`src/rtl/bcd_scan_display.sv`:
```
// Captures a 16-bit binary value on a rising load, converts it to BCD with a
// serial shift-add-3 engine and scans it onto a 4-digit 7-segment display.
module bcd_scan_display #(
    parameter int SCAN_DIV       = 50000,
    parameter bit SEG_ACTIVE_LOW = 1'b1
) (
    input  logic        clk,
    input  logic        rst,
    input  logic        load,
    input  logic [15:0] din,
    output logic        busy,
    output logic        ovf,
    output logic [6:0]  seg,
    output logic [3:0]  dig
);

    typedef enum logic [1:0] {IDLE, CONV, LOAD} state_t;

    localparam int            CW        = (SCAN_DIV > 1) ? $clog2(SCAN_DIV) : 1;
    localparam logic [CW-1:0] SCAN_LAST = CW'(SCAN_DIV - 1);
    localparam logic [6:0]    SEG_BLANK = SEG_ACTIVE_LOW ? 7'h7F : 7'h00;

    state_t        state, next_state;
    logic          load_q;
    logic          load_edge;
    logic [15:0]   bin;
    logic [19:0]   bcd;
    logic [19:0]   bcd_adj;
    logic [3:0]    bit_cnt;
    logic [15:0]   disp;
    logic [CW-1:0] scan_cnt;
    logic [3:0]    next_dig;
    logic [3:0]    cur_digit;
    logic          show;
    logic [6:0]    code;
    logic [6:0]    seg_next;

    function automatic logic [6:0] seg_code(input logic [3:0] d);
        case (d)
            4'd0:    seg_code = 7'h3F;
            4'd1:    seg_code = 7'h06;
            4'd2:    seg_code = 7'h5B;
            4'd3:    seg_code = 7'h4F;
            4'd4:    seg_code = 7'h66;
            4'd5:    seg_code = 7'h6D;
            4'd6:    seg_code = 7'h7D;
            4'd7:    seg_code = 7'h07;
            4'd8:    seg_code = 7'h7F;
            4'd9:    seg_code = 7'h6F;
            default: seg_code = 7'h00;
        endcase
    endfunction

    assign load_edge = load & ~load_q;

    always_ff @(posedge clk or negedge rst) begin
        if (!rst) state <= IDLE;
        else      state <= next_state;
    end

    always_comb begin
        // NOTE: default first so every path assigns next_state; otherwise a latch is inferred.
        next_state = state;
        case (state)
            IDLE:    if (load_edge) next_state = CONV;
            CONV:    if (bit_cnt == 4'd15) next_state = LOAD;
            LOAD:    next_state = IDLE;
            default: next_state = IDLE;
        endcase
    end

    // Double-dabble correction on every nibble, including the top one.
    always_comb begin
        bcd_adj = bcd;
        for (int i = 0; i < 5; i++) begin
            if (bcd[4*i +: 4] >= 4'd5) bcd_adj[4*i +: 4] = bcd[4*i +: 4] + 4'd3;
        end
    end

    always_ff @(posedge clk or negedge rst) begin
        // NOTE: the displayed-digit register is reset too, so the display is "0" right after reset.
        if (!rst) begin
            load_q  <= 1'b0;
            busy    <= 1'b0;
            bin     <= '0;
            bcd     <= '0;
            bit_cnt <= '0;
            disp    <= '0;
            ovf     <= 1'b0;
        end else begin
            // NOTE: non-blocking assignments so every flop samples pre-edge values.
            load_q <= load;
            busy   <= (next_state != IDLE);
            case (state)
                IDLE: if (load_edge) begin
                    bin     <= din;
                    bcd     <= '0;
                    bit_cnt <= '0;
                end
                CONV: begin
                    bcd     <= {bcd_adj[18:0], bin[15]};
                    bin     <= {bin[14:0], 1'b0};
                    bit_cnt <= bit_cnt + 4'd1;
                end
                LOAD: begin
                    disp <= bcd[15:0];
                    ovf  <= |bcd[19:16];
                end
                default: ;
            endcase
        end
    end

    // Segment data is computed for the digit about to be enabled so seg and dig move together.
    always_comb begin
        next_dig  = (scan_cnt == SCAN_LAST) ? {dig[2:0], dig[3]} : dig;
        cur_digit = 4'd0;
        show      = 1'b0;
        case (next_dig)
            4'b0001: begin cur_digit = disp[3:0];   show = 1'b1;          end
            4'b0010: begin cur_digit = disp[7:4];   show = |disp[15:4];   end
            4'b0100: begin cur_digit = disp[11:8];  show = |disp[15:8];   end
            4'b1000: begin cur_digit = disp[15:12]; show = |disp[15:12];  end
            default: ;
        endcase
        if (ovf)       code = 7'h40;
        else if (show) code = seg_code(cur_digit);
        else           code = 7'h00;
        seg_next = SEG_ACTIVE_LOW ? ~code : code;
    end

    always_ff @(posedge clk or negedge rst) begin
        if (!rst) begin
            scan_cnt <= '0;
            dig      <= 4'b0001;
            seg      <= SEG_BLANK;
        end else begin
            scan_cnt <= (scan_cnt == SCAN_LAST) ? '0 : scan_cnt + CW'(1);
            dig      <= next_dig;
            seg      <= seg_next;
        end
    end

endmodule

```
`config.mk`:
```
export PLATFORM = sky130hd
export DESIGN_NAME = bcd_scan_display
export DESIGN_NICKNAME = d
export VERILOG_FILES = /design/src/rtl/bcd_scan_display.sv
export SDC_FILE = /design/constraint.sdc
export NUM_CORES = 1
export LEC_CHECK = 0
export BUFFER_PORTS_ARGS = -buffer_cell sky130_fd_sc_hd__buf_2
export CORE_AREA = 2 2 98 100
export DETAILED_ROUTE_END_ITERATION = 12
export DIE_AREA = 0 0 100 102
export PLACE_DENSITY = 0.66
export SLEW_MARGIN = 20
export SYNTH_ARGS = -nofsm -noshare
export SYNTH_HDL_FRONTEND = slang
export SYNTH_SLANG_ARGS = --single-unit
export TNS_END_PERCENT = 50
```
`constraint.sdc`:
```
create_clock -name clk -period 6.2 [get_ports clk]
set_input_delay 0.93 -clock clk [delete_from_list [all_inputs] [get_ports clk]]
set_output_delay 0.93 -clock clk [all_outputs]
set_load 0.01 [all_outputs]
```
* Word-level counts from Yosys, hierarchy flattened *
Memory sizes are Yosys's and may differ from the RTL's.
Cells that the tools add are included.

storage, ports and cells
  input bits = 19
  memories = 1
  ROM bits = 112
  flip-flop bits (word level) = 88
  logic and storage cells = 64
  output and inout bits = 13

operators by class
  bitwise gates (word level) = 3
  magnitude comparators = 5
  eq/ne operators = 9
  reductions and logical operators = 8
  add/subtract/negate cells = 7
  muxes and demuxes = 20

memories
  name             depth  bits a word  rd ports  clocked after Yosys merged registers in  wr ports  RTL line  text
  (no name shown)  16     7            1         0                                        0         39        case (d)

operators with widths
  kind                                                 number
  one-hot mux 20 bit (2 select lines)                  1
  2-to-1 mux 16 bit                                    2
  one-hot mux 16 bit (2 select lines)                  1
  2-to-1 mux 4 bit                                     6
  >= comparator 4 x 3 -> 1 bit, second input constant  5
  2-to-1 mux 20 bit                                    1
  adder 16 x 1 -> 16 bit, second input constant        1
  adder 4 x 2 -> 4 bit, second input constant          4
  equality test 16 bit, second input constant          1
  one-hot mux 4 bit (4 select lines)                   1
  2-to-1 mux 7 bit                                     2
  OR reduction 12 bit                                  1
  equality test 4 bit, second input constant           2
  one-hot mux 4 bit (2 select lines)                   1
  OR reduction 4 bit                                   2
  OR reduction 8 bit                                   1
  inverter 7 bit                                       1
  adder 4 x 1 -> 4 bit, second input constant          1
  equality test 4 x 1 -> 1 bit, second input constant  1
  equality test 4 x 2 -> 1 bit, second input constant  1
  equality test 4 x 3 -> 1 bit, second input constant  1
  2-to-1 mux 2 bit                                     2
  one-hot mux 1 bit (4 select lines)                   1
  one-hot mux 2 bit (2 select lines)                   1
  10 further kinds                                     11

* Depth between registers and ports, before layout *
An unclocked memory read counts as a cell.

  depth after elaboration = 8
  depth in mapped cells = 12
  depth with buffers taken out = 11

* Least setup slack after synthesis *
No wires, ideal clock.

  path type = register to register
  start = reg dig[0]
  end = reg seg[3]
  stages on the path, launching flop included = 11
  library setup time = 0.081 ns
  clock period less this slack = 2.620 ns
  arrival time = 2.538 ns
  path buffers = 1
  data required time = 6.119 ns
  setup slack = 3.580 ns
  path through = dfstp_2 -> clkbuf_1 -> or4b_1 -> mux2i_4 -> a22o_1 -> a211o_4 -> inv_1 -> ha_1 -> a21oi_1 -> a21oi_1 -> o211ai_1

between the ends
  longest elaborated chain between the ends = 7
  elaborated cells between the ends (all ways) = 11
  classes of those cells = 4 x eq/ne; 5 x mux; 1 x bitwise; 1 x memory

RTL lines
  item                                         RTL line  text
  start: declaration                           14        output logic [3:0] dig
  start signal: assignment                     139       dig <= next_dig;
  2-to-1 mux 4 bit *                           116       next_dig = (scan_cnt == SCAN_LAST) ? {dig[2:0], dig[3]} : dig;
  equality test 4 bit (tied with other cells)  119       case (next_dig)
  one-hot mux 4 bit (4 select lines)           119
  memory (16 x 7 bit)                          -
  2-to-1 mux 7 bit *                           127       else if (show) code = seg_code(cur_digit);
  2-to-1 mux 7 bit *                           126       if (ovf) code = 7'h40;
  inverter 7 bit *                             129       seg_next = SEG_ACTIVE_LOW ? ~code : code;
  via seg_next[3]                              36        logic [6:0] seg_next;
  end signal: assignment                       140       seg <= seg_next;
  end: declaration                             13        output logic [6:0] seg,

Mark *: on every way through the listed nets, which the timed path passes. The rest lies on a longest branch.
A chain may end at the register's enable or synchronous reset.

* Worst setup path in the final report *
  start = reg scan_cnt[0]
  end = reg seg[3]

between the ends
  longest elaborated chain between the ends = 8
  elaborated cells between the ends (all ways) = 12
  classes of those cells = 5 x eq/ne; 5 x mux; 1 x bitwise; 1 x memory

RTL lines
  item                                         RTL line  text
  start: declaration                           31        logic [CW-1:0] scan_cnt;
  start signal: assignment                     138       scan_cnt <= (scan_cnt == SCAN_LAST) ? '0 : scan_cnt + CW'(1);
  equality test 16 bit *                       116
  2-to-1 mux 4 bit *                           116
  equality test 4 bit (tied with other cells)  119
  one-hot mux 4 bit (4 select lines)           119
  memory (16 x 7 bit)                          -
  2-to-1 mux 7 bit *                           127
  2-to-1 mux 7 bit *                           126
  inverter 7 bit *                             129
  via seg_next[3]                              36

Marks and branches as above.

==> flow_summary_export.csv <==
group,metric,value,unit
timing,final-hold-violation-count,0,
critical_path,critPathSlowestCell,"dfrtp_1",
timing,worst_pin_slew,0.986,ns
synth,syn_nets,470,
clock_network,cts_sinks,88,
timing,period_needed,2.99,ns
timing,max_freq,0.334,GHz
synth,syn-instance-count,433,
global_route,grt_pass1_vias,3189,
critical_path,crit_fanout,26,
finish,fill_cells,812,
synth,avgSynthCellArea,10.2,um^2
finish,nNetsFinal,496,
placement,io_buffers,31,
hold_path,min_path_type,"flop to flop",
clock_network,cts_hold_buf,0,
global_route,antenna_found_initial,0,
synth,synthesis.area,4430,um^2
finish,drive_gt1_share,17.7,%
critical_path,cp-end-kind,"flop",
global_route,met1_usage,22.4,%
synth,synth_seq_area_share,49.9,%
timing,finalSetupViolCount,0,
drt,drcViolationCount,0,
clock_network,cts_buffers,9,
power,power_leakage,2.23,nW
drt,wl_per_cell,14.1,um
synth,yosys_warnings,0,
critical_path,crit_type,"flop to flop",
floorplanning,initial_core_util,48.7,%
critical_path,cp-start-kind,"flop",
drt,dr.pass1.iters,4,
synth,ys_async_sr_fraction,100,%
synth,ys_types,50,
placement,globalplace.congestion,0.810,
global_route,grt_pass1_wl,14500,um
clock_network,clk_path_buf_depth,2,
floorplanning,die_area,10200,um^2
timing,fin_crit_sh,48.2,%
power,p_per_area,389,nW/um^2
finish,syn_to_final_growth,10.6,%
clock_network,clock_latency,0.36,ns
global_route,grt.total_usage,17.7,%
clock_network,htree_levels,3,
critical_path,crit_required,6.49,ns
outcome,status,"complete, no violations",
floorplanning,rows,35,
critical_path,critPathMaxStageDelay,0.38,ns
synth,ys_seq_elements,88,
synth,ys.flop_type,"dfrtp_1",
job,drv_cap,0,
timing,rsz0062_at_grt,"false",
finish,n_antenna_cell,0,
critical_path,cp_cell_sequence,"ha_1 > and3_1 > and4_1 > buf_4 > mux2_4 > a22o_1 > a211o_4 > inv_1 > ha_1 > a21oi_1 > a21oi_1 > o211ai_1",
synth,synth_edf_count,0,
drt,antenna_left,0,
floorplanning,die_y,102,um
floorplanning,die_w,100,um
clock_network,clock_tree.root_cell,"clkbuf_8",
clock_network,cts_resized,0,
drt,viasPerCell,5.54,
global_route,busiest_layer,"met2",
global_route,grt_max_degree,89,
timing,slew_viol_final,0,
global_route,overflow,0,
timing,relSlewSlack,34.3,%
clock_network,path_clk_slew,0.10,ns
drt,drt-initial-drc-count,123,
power,irDropWorstVdd,0.224,mV
global_route,grt_util_met2,30.6,%
floorplanning,io_pins,32,
timing,skew,0.0105,ns
critical_path,cp.arrival,3.28,ns
drt,vias,3184,
finish,fin_util,53.8,%
clock_network,cts_tree,"built",
global_route,grt.met3_usage,2.67,%
clock_network,cts_setup_buffers,0,
drt,routed_wl,8140,um
floorplanning,core_area,9110,um^2
timing,tns,0,ns
placement,place_hpwl,5520,um
-- power by group --
group	total [mW]	switching (mW)	internal [mW]
registers	0.873	0.138	0.735
logic	0.617	0.347	0.271
clock network	0.419	0.224	0.195
-- cells in the mapped netlist (2+ instances only) --
| cell | count | area (um^2) |
|---|---|---|
| nand2_1 | 73 | 274 |
| or3_1 | 2 | 12.5 |
| nor4_1 | 3 | 18.8 |
| o31ai_1 | 6 | 45.0 |
| or4b_1 | 2 | 20.0 |
| a22oi_1 | 18 | 135 |
| o21ai_0 | 25 | 125 |
| nand2b_1 | 8 | 50.1 |
| o211ai_1 | 4 | 30.0 |
| xor2_1 | 13 | 114 |
| nor4b_1 | 2 | 17.5 |
| nand4_1 | 3 | 18.8 |
| xnor2_1 | 11 | 96.3 |
| dfrtp_1 | 80 | 2000 |
| and2_1 | 4 | 25.0 |
| a211oi_1 | 3 | 22.5 |
| nor3_1 | 3 | 15.0 |
| a21oi_1 | 21 | 105 |
| clkbuf_1 | 17 | 63.8 |
| buf_1 | 2 | 7.51 |
| a22o_1 | 3 | 26.3 |
| inv_1 | 15 | 56.3 |
| nor2b_1 | 2 | 12.5 |
| nor4b_2 | 3 | 45.0 |
| o32ai_1 | 4 | 35.0 |
| a21o_1 | 2 | 15.0 |
| ha_1 | 18 | 225 |
| and3_1 | 7 | 43.8 |
| mux2i_1 | 4 | 40.0 |
| mux2_2 | 12 | 135 |
| nor2_1 | 19 | 71.3 |
| o22ai_1 | 10 | 62.6 |
| nand3_1 | 6 | 30.0 |
| a32o_1 | 5 | 50.1 |
| dfstp_2 | 8 | 210 |
-- flip-flops by register name, indices dropped and copies added, names as in the netlist --
| name | count |
|---|---|
| disp | 16 |
| bin | 16 |
| state | 2 |
| seg | 7 |
| ovf | 1 |
| bit_cnt | 4 |
| busy | 1 |
| scan_cnt | 16 |
| load_q | 1 |
| bcd | 20 |
| dig | 4 |
-- placed cells by master (no fill, tap or decap), types with 9 or more instances in the layout --
cell,netlist,final
nor2_1,19,19
nand2_1,73,73
xor2_1,13,13
a21oi_1,21,21
xnor2_1,11,11
clkbuf_8,0,9
o21ai_0,25,25
ha_1,18,18
a22oi_1,18,18
o22ai_1,10,10
buf_2,1,30
inv_1,15,15
mux2_2,12,12
dfrtp_1,80,80
-- layout make-up --
cell class / instances / area (um^2) / area share, %
Clock inverter: 7 / 86.3 / 1.76
Sequential cell: 88 / 2210 / 45.1
Inverter: 15 / 56.3 / 1.15
Timing Repair Buffer: 36 / 199 / 4.06
Multi-Input combinational cell: 309 / 2090 / 42.6
Clock buffer: 9 / 124 / 2.53
Tap cell: 111 / 139 / 2.83
-- per-layer routing --
metal,vias up,part of all wire (%)
met2,41,48
met4,0,1.5
met3,9,2.4
met5,-,0
li1,1590,-
met1,1544,48
-- cells by family after synthesis --
kind of cell	share of synthesized area (%)
AO/OA/AOI/OAI	16.6
XOR/XNOR	4.74
adder cells (fa/ha/maj)	5.08
buffers and inverters	3.25
flip-flops	49.9
multiplexers	4.80
AND/OR/NAND/NOR	15.6
-- worst max-delay path, delay by kind of cell, from the launching register on --
family,cells,cell delay (ns)
buf+inv,2,0.41
mux,1,0.37
flops,1,0.38
compound gates,5,0.89
fa+ha+maj,2,0.43
simple gates,2,0.43
-- through the flow --
stage               setup WS (ns)  instances  power [mW]  hold slack (ns)  area (um^2)
global route                 3.04        575        2.07            0.501         4900
floorplan                    3.58        433        1.33            0.425         4430
CTS                          3.20        575        1.93            0.469         4900
global placement             3.32        559        1.48            0.434         4690
finish                       3.21        575        1.91            0.467         4900
detailed placement           3.22        559        1.51            0.456         4690
-- final timing paths --
| path | from | endpoint | slack (ns) | cells after the start |
|---|---|---|---|---|
| worst min register to register | scan_cnt[0]$_DFF_PN0_ | scan_cnt[0]$_DFF_PN0_ | 0.47 | 1 |
| worst max register to register | scan_cnt[0]$_DFF_PN0_ | seg[3]$_DFF_PN1_ | 3.21 | 12 |
| worst min-delay path | scan_cnt[0]$_DFF_PN0_ | scan_cnt[0]$_DFF_PN0_ | 0.47 | 1 |
| min in group asynchronous | rst | scan_cnt[11]$_DFF_PN0_ | 0.61 | 1 |
| worst max-delay path | scan_cnt[0]$_DFF_PN0_ | seg[3]$_DFF_PN1_ | 3.21 | 12 |
| max in group asynchronous | rst | disp[12]$_DFFE_PN0N_ | 5.06 | 1 |
(Power assumes the default switching activity.)
